--- src/rtl/axi_ni_resp_tracker_pkg.sv ---
// Shared constants for the NI response tracker: FSM encodings and accept-vector width.
package axi_ni_resp_tracker_pkg;

    localparam int STATE_W = 3;

    localparam logic [STATE_W-1:0] ST_IDLE            = 3'd0;
    localparam logic [STATE_W-1:0] ST_FILL_HEADER     = 3'd1;
    localparam logic [STATE_W-1:0] ST_CHECK_ID        = 3'd2;
    localparam logic [STATE_W-1:0] ST_FILL_PAYLOAD    = 3'd3;
    localparam logic [STATE_W-1:0] ST_PAYLOAD_TX      = 3'd4;
    localparam logic [STATE_W-1:0] ST_LAST_PAYLOAD_TX = 3'd5;
    localparam logic [STATE_W-1:0] ST_DROP            = 3'd6;

    // One bit per response channel: {R accepted, B accepted}.
    localparam int ACCEPT_W   = 2;
    localparam int ACC_R_BIT  = 1;
    localparam int ACC_B_BIT  = 0;

endpackage

--- src/rtl/axi_ni_outs_counter.sv ---
// Saturating up/down outstanding-burst counter with a nonzero flag.
module axi_ni_outs_counter #(
    parameter int CNT_W = 4
) (
    input  logic clk,
    input  logic rst_n,
    input  logic inc_i,
    input  logic dec_i,
    output logic busy_o
);

    logic [CNT_W-1:0] cnt_q, cnt_d;

    // Simultaneous inc/dec cancel; ends of range hold instead of wrapping.
    always_comb begin
        cnt_d = cnt_q;
        if (inc_i && !dec_i && !(&cnt_q))
            cnt_d = cnt_q + 1'b1;
        else if (dec_i && !inc_i && (|cnt_q))
            cnt_d = cnt_q - 1'b1;
    end

    always_ff @(posedge clk or negedge rst_n) begin
        if (!rst_n) cnt_q <= '0;
        else        cnt_q <= cnt_d;
    end

    assign busy_o = |cnt_q;

endmodule

--- src/rtl/axi_ni_resp_tracker.sv ---
// Tracks outstanding AXI bursts per ID and steers incoming NI response packets to R/B or drops them.
module axi_ni_resp_tracker
    import axi_ni_resp_tracker_pkg::*;
#(
    parameter int MAX_SUPPORTED_IDS = 16,
    parameter int ID_WIDTH          = 4,
    parameter int OUTS_CNT_WIDTH    = 4
) (
    input  logic                         clk,
    input  logic                         rst,
    input  logic                         full_header,
    input  logic                         full_payload,
    input  logic                         packet_finished,
    input  logic                         packet_type_is_read,
    input  logic [ID_WIDTH-1:0]          received_id,
    input  logic                         BREADY,
    input  logic                         RREADY,
    input  logic [MAX_SUPPORTED_IDS-1:0] incr_outs_wr,
    input  logic [MAX_SUPPORTED_IDS-1:0] incr_outs_rd,
    output logic                         receiving_header,
    output logic                         receiving_payload,
    output logic                         processing_response,
    output logic                         mask_response,
    output logic                         clear_flit_count,
    output logic                         transaction_complete,
    output logic                         RLAST,
    output logic [MAX_SUPPORTED_IDS-1:0] outs_wr_busy,
    output logic [MAX_SUPPORTED_IDS-1:0] outs_rd_busy,
    output logic                         unexpected_resp
);

    logic [STATE_W-1:0]           state_q, state_d;
    logic [ACCEPT_W-1:0]          accept_vec;
    logic                         accept;
    logic                         sel_busy;
    logic                         dec_fire;
    logic [MAX_SUPPORTED_IDS-1:0] dec_wr, dec_rd;

    assign accept_vec[ACC_R_BIT] = RREADY &  packet_type_is_read;
    assign accept_vec[ACC_B_BIT] = BREADY & ~packet_type_is_read;
    assign accept                = |accept_vec;
    assign dec_fire              = (state_q == ST_LAST_PAYLOAD_TX) && accept;

    // IDs beyond the tracked range never match, so they read as zero-count and get dropped.
    always_comb begin
        sel_busy = 1'b0;
        dec_wr   = '0;
        dec_rd   = '0;
        for (int i = 0; i < MAX_SUPPORTED_IDS; i++) begin
            if (received_id == ID_WIDTH'(i)) begin
                sel_busy  = packet_type_is_read ? outs_rd_busy[i] : outs_wr_busy[i];
                dec_rd[i] = dec_fire &  packet_type_is_read;
                dec_wr[i] = dec_fire & ~packet_type_is_read;
            end
        end
    end

    for (genvar g = 0; g < MAX_SUPPORTED_IDS; g++) begin : g_cnt
        axi_ni_outs_counter #(.CNT_W(OUTS_CNT_WIDTH)) u_wr (
            .clk    (clk),
            .rst_n  (rst),
            .inc_i  (incr_outs_wr[g]),
            .dec_i  (dec_wr[g]),
            .busy_o (outs_wr_busy[g])
        );
        axi_ni_outs_counter #(.CNT_W(OUTS_CNT_WIDTH)) u_rd (
            .clk    (clk),
            .rst_n  (rst),
            .inc_i  (incr_outs_rd[g]),
            .dec_i  (dec_rd[g]),
            .busy_o (outs_rd_busy[g])
        );
    end

    always_comb begin
        state_d              = state_q;
        receiving_header     = 1'b0;
        receiving_payload    = 1'b0;
        processing_response  = 1'b0;
        mask_response        = 1'b0;
        clear_flit_count     = 1'b0;
        transaction_complete = 1'b0;
        RLAST                = 1'b0;
        unexpected_resp      = 1'b0;
        case (state_q)
            ST_IDLE: begin
                mask_response    = 1'b1;
                clear_flit_count = 1'b1;
                if (|{outs_wr_busy, outs_rd_busy}) state_d = ST_FILL_HEADER;
            end
            ST_FILL_HEADER: begin
                receiving_header    = 1'b1;
                processing_response = 1'b1;
                mask_response       = 1'b1;
                if (full_header) state_d = ST_CHECK_ID;
            end
            ST_CHECK_ID: begin
                receiving_header    = 1'b1;
                processing_response = 1'b1;
                mask_response       = 1'b1;
                if (sel_busy) begin
                    state_d = ST_FILL_PAYLOAD;
                end else begin
                    state_d         = ST_DROP;
                    unexpected_resp = 1'b1;
                end
            end
            ST_FILL_PAYLOAD: begin
                receiving_payload   = 1'b1;
                processing_response = 1'b1;
                mask_response       = 1'b1;
                if (packet_finished)   state_d = ST_LAST_PAYLOAD_TX;
                else if (full_payload) state_d = ST_PAYLOAD_TX;
            end
            ST_PAYLOAD_TX: begin
                // Intermediate flits of a write response never reach the B channel.
                processing_response = 1'b1;
                clear_flit_count    = 1'b1;
                mask_response       = ~packet_type_is_read;
                if (accept) state_d = ST_FILL_PAYLOAD;
            end
            ST_LAST_PAYLOAD_TX: begin
                processing_response  = 1'b1;
                clear_flit_count     = 1'b1;
                RLAST                = packet_type_is_read;
                transaction_complete = accept;
                if (accept) state_d = ST_IDLE;
            end
            ST_DROP: begin
                receiving_payload = 1'b1;
                mask_response     = 1'b1;
                clear_flit_count  = 1'b1;
                if (packet_finished) state_d = ST_IDLE;
            end
            default: begin
                mask_response    = 1'b1;
                clear_flit_count = 1'b1;
                state_d          = ST_IDLE;
            end
        endcase
    end

    always_ff @(posedge clk or negedge rst) begin
        if (!rst) state_q <= ST_IDLE;
        else      state_q <= state_d;
    end

endmodule

--- config.mk ---
export PLATFORM = sky130hd
export DESIGN_NAME = axi_ni_resp_tracker
export DESIGN_NICKNAME = d
export VERILOG_FILES = /design/src/rtl/axi_ni_resp_tracker_pkg.sv /design/src/rtl/axi_ni_outs_counter.sv /design/src/rtl/axi_ni_resp_tracker.sv
export SDC_FILE = /design/constraint.sdc
export NUM_CORES = 1
export LEC_CHECK = 0
export BUFFER_PORTS_ARGS = -buffer_cell sky130_fd_sc_hd__clkbuf_2
export CAP_MARGIN = 20
export CORE_MARGIN = 5
export CORE_UTILIZATION = 51
export CTS_CLUSTER_DIAMETER = 30
export CTS_CLUSTER_SIZE = 14
export DETAILED_ROUTE_END_ITERATION = 6
export GPL_TIMING_DRIVEN = 0
export PLACE_DENSITY = 0.81
export SYNTH_ARGS = -nofsm -noshare
export SYNTH_HDL_FRONTEND = slang
export SYNTH_SLANG_ARGS = --single-unit
--- constraint.sdc ---
create_clock -name clk -period 3.6 [get_ports clk]
set_input_delay 0 -clock clk [delete_from_list [all_inputs] [get_ports clk]]
set_output_delay 0 -clock clk [all_outputs]
set_load 0.02 [all_outputs]
==> impl_metrics.env <==
export IMPL_status="finished clean"
export IMPL_grt_pass1_wl_um=36690
export IMPL_antenna_left=0
export IMPL_initial_utilization=0.5142
export IMPL_wire_per_inst_um=17.38
export IMPL_via_count=7121
export IMPL_worst_pin_slew_ns=0.9270
export IMPL_final_util=0.5921
export IMPL_synthToLayoutAreaGrowth_pct=15.15
export IMPL_drt_iter0_drc=354
export IMPL_hold_viol_final=0
export IMPL_max_slew_margin=0.3763
export IMPL_worst_path_max_delay_cell="clkbuf_1"
export IMPL_rrSetupSlack_ns=0.31
export IMPL_required_ns=3.90
export IMPL_syn_inst=875
export IMPL_finalSetupTns_ns=0
export IMPL_nets=1128
export IMPL_critPathBufInv=2
export IMPL_synthTopCellsByCount="131 x dfrtp_1, 80 x xnor2_1, 72 x a21oi_1"
export IMPL_drc_errors=0
export IMPL_worstHoldPathCells=3
export IMPL_synth_top_cell_area_share=0.3431
export IMPL_syn_num_nets=1016
export IMPL_path_cells="buf_2 > and3b_1 > nand2_1 > clkbuf_1 > o211ai_1 > ha_1 > a21o_1 > a21oi_1 > xnor2_1 > nand2_1 > xnor2_1"
export IMPL_num_rows=50
export IMPL_synth_area_um2=9554
export IMPL_synth_area_per_cell_um2=10.92
export IMPL_die_h_um=146.9
export IMPL_final_max_slew_viol_count=0
export IMPL_finalWirelength_um=21450
export IMPL_dp_hpwl_um=15970
export IMPL_layout_area_seq_um2=3278
export IMPL_synthTopCellsByArea="dfrtp_1 34%, ha_1 8.5%, xnor2_1 7.3%"
export IMPL_grt_overflow_total=0
export IMPL_rsz0062_at_grt="no"
export IMPL_htree_levels=4
export IMPL_io_buffers=80
export IMPL_critPathLaunchType="register"
export IMPL_reg2reg_from="state_q[1]"
export IMPL_fill_cells=1509
export IMPL_cp_slowest_stage_delay_ns=0.64
export IMPL_post_route_period_util=0.9143
export IMPL_seq_area_frac_synth=0.3431
export IMPL_grtUsageMet2=0.3492
export IMPL_postCtsSetupBuffers=0
export IMPL_cts_buffers=17
export IMPL_finalSetupViolations=0
export IMPL_skew_ns=0.01094
export IMPL_crit_family="buffers and inverters"
export IMPL_grt_busiest_layer="met2"
export IMPL_via_per_inst=5.771
export IMPL_peakVddDrop_mv=0.4388
export IMPL_die_w_um=146.9
export IMPL_hold_path_class="input port to register"
export IMPL_r2r_end="g_cnt[12].u_wr.cnt_q[3]"
export IMPL_whs_endpoint="g_cnt[3].u_wr.cnt_q[0]"
export IMPL_clockRootBuffer="clkbuf_16"
export IMPL_die_area_um2=21570
export IMPL_synth_edff_count=0
export IMPL_grt_usage=0.2083
export IMPL_antenna_found_initial=0
export IMPL_power_leakage_nw=4.683
export IMPL_yosysMostFrequentCell="dfrtp_1"
export IMPL_synth_ff_type="dfrtp_1"
export IMPL_clock_path_buffers=2
export IMPL_maxCapViolCount=0
export IMPL_synth_cell_types=51
export IMPL_power_per_cell_area_nw_per_um2=888.4
export IMPL_reg2regPathDepth=11
export IMPL_clkSinkCount=131
export IMPL_clk_pin_slew_ns=0.06
export IMPL_worstSetupPathType="register to register"
export IMPL_ys_seq_elements=131
export IMPL_endpoint_kind="register"
export IMPL_period_needed_ns=3.292
export IMPL_io_pins=84
export IMPL_cts_tree="yes"
export IMPL_drt_pass1_iterations=5
export IMPL_insertion_delay_ns=0.42
export IMPL_max_freq_mhz=303.8
export IMPL_core_um2=18580
export IMPL_grt_met3_usage=0.04565
export IMPL_arrival_ns=3.59
export IMPL_synth_top_area_cell="dfrtp_1"
export IMPL_gp_congestion=0.8799
export IMPL_synthArstFlopShare=1.000
export IMPL_worst_hold_slack_ns=0.001474
export IMPL_grt_use_met1=0.2737
export IMPL_yosys_warnings=0
export IMPL_min_delay_start="incr_outs_wr[3]"
export IMPL_antennaDiodeCount=0
export IMPL_grt_pass1_vias=7385
export IMPL_grt_start_max_net_pins=69
export IMPL_crit_fanout=10
export IMPL_multiInputGateArea_um2=5829
export IMPL_drive_gt1_frac=0.2390
## metrics by stage
| stage | power [mW] | cells | instance area (µm²) | setup WS (ns) |
|---|---|---|---|---|
| 3_5_place_dp | 8.027 | 1190 | 10280 | 0.4419 |
| 6_report | 9.774 | 1234 | 11000 | 0.3083 |
| 5_1_grt | 10.67 | 1234 | 11000 | 0.1247 |
| 3_3_place_gp | 7.744 | 1189 | 10250 | 0.3381 |
| 4_1_cts | 9.844 | 1234 | 11000 | 0.3625 |
| 2_1_floorplan | 6.959 | 875 | 9554 | 0.9401 |
## worst register-to-register path, cell delays in order (launching register included)
cell      delay, ns
dfrtp_1        0.34
buf_2          0.21
and3b_1        0.24
nand2_1        0.19
clkbuf_1       0.65
o211ai_1       0.41
ha_1           0.39
a21o_1         0.18
a21oi_1        0.17
xnor2_1        0.13
nand2_1        0.09
xnor2_1        0.17
## cell type report
type / instances / area share
Tap cell: 234 / 0.02661
Inverter: 34 / 0.01160
Timing Repair Buffer: 93 / 0.05061
Multi-Input combinational cell: 662 / 0.5299
Clock inverter: 12 / 0.01194
Sequential cell: 131 / 0.2980
Clock buffer: 20 / 0.04242
Buffer: 48 / 0.02900
## state kept, by name (all words and copies together) (netlist names)
signal and cells:
g_cnt.u_wr.cnt_q 64, g_cnt.u_rd.cnt_q 64, state_q 3
## routing by layer
layer | up-vias | routed length [µm]
met1 | 3509 | 9269
met4 | 0 | 325
met5 | - | 0
met2 | 172 | 10670
met3 | 24 | 1185
li1 | 3416 | -
## timing repair
action / 4_1_cts / 5_1_grt
hold endpoints to repair: 82 / 0
hold buffers: 12 / 0
resized for setup: 0 / 0
endpoints found under the setup margin: 0 / 0
## worst max path at each step
| stage | from | end | cells after the start |
|---|---|---|---|
| CTS | state_q[1] | g_cnt[12].u_wr.cnt_q[3] | 11 |
| global placement | rst | g_cnt[12].u_wr.cnt_q[0] | 1 |
| floorplan | state_q[1] | g_cnt[11].u_rd.cnt_q[3] | 11 |
| detailed placement | state_q[1] | g_cnt[11].u_wr.cnt_q[3] | 11 |
| finish | state_q[1] | g_cnt[12].u_wr.cnt_q[3] | 11 |
| global route | state_q[1] | g_cnt[11].u_wr.cnt_q[3] | 11 |
## power breakdown
part | leakage (nW) | switching (mW) | total [mW] | internal [mW]
clock | 0.272 | 0.665 | 1.74 | 1.07
combinational | 2.90 | 2.21 | 4.61 | 2.40
sequential | 1.51 | 1.15 | 3.43 | 2.28
total | 4.68 | 4.03 | 9.77 | 5.75
## layout by cell type (no fill, tap or decap), types with 10 or more instances in the layout
master,count
mux2i_1,13
xnor2_1,80
a21o_1,32
nor4_2,18
clkbuf_16,17
mux2_1,14
clkbuf_2,79
inv_1,30
nor4_1,14
nor2_1,47
dlygate4sd3_1,12
o41ai_2,15
dfrtp_1,131
o211ai_1,22
nand2_1,49
mux2_2,22
o211ai_2,10
xor2_1,41
fa_1,32
a21oi_1,72
or4_1,10
buf_4,32
ha_1,65
nand4_1,39
## cells by family after synthesis
| family | Yosys count | share of synthesized area |
|---|---|---|
| multiplexers | 49 | 0.05605 |
| AO/OA/AOI/OAI | 183 | 0.1599 |
| buffers and inverters | 82 | 0.04675 |
| adder cells (fa/ha/maj) | 97 | 0.1522 |
| flip-flops | 131 | 0.3431 |
| AND/OR/NAND/NOR | 212 | 0.1311 |
| XOR/XNOR | 121 | 0.1109 |
(Power assumes the default switching activity.)
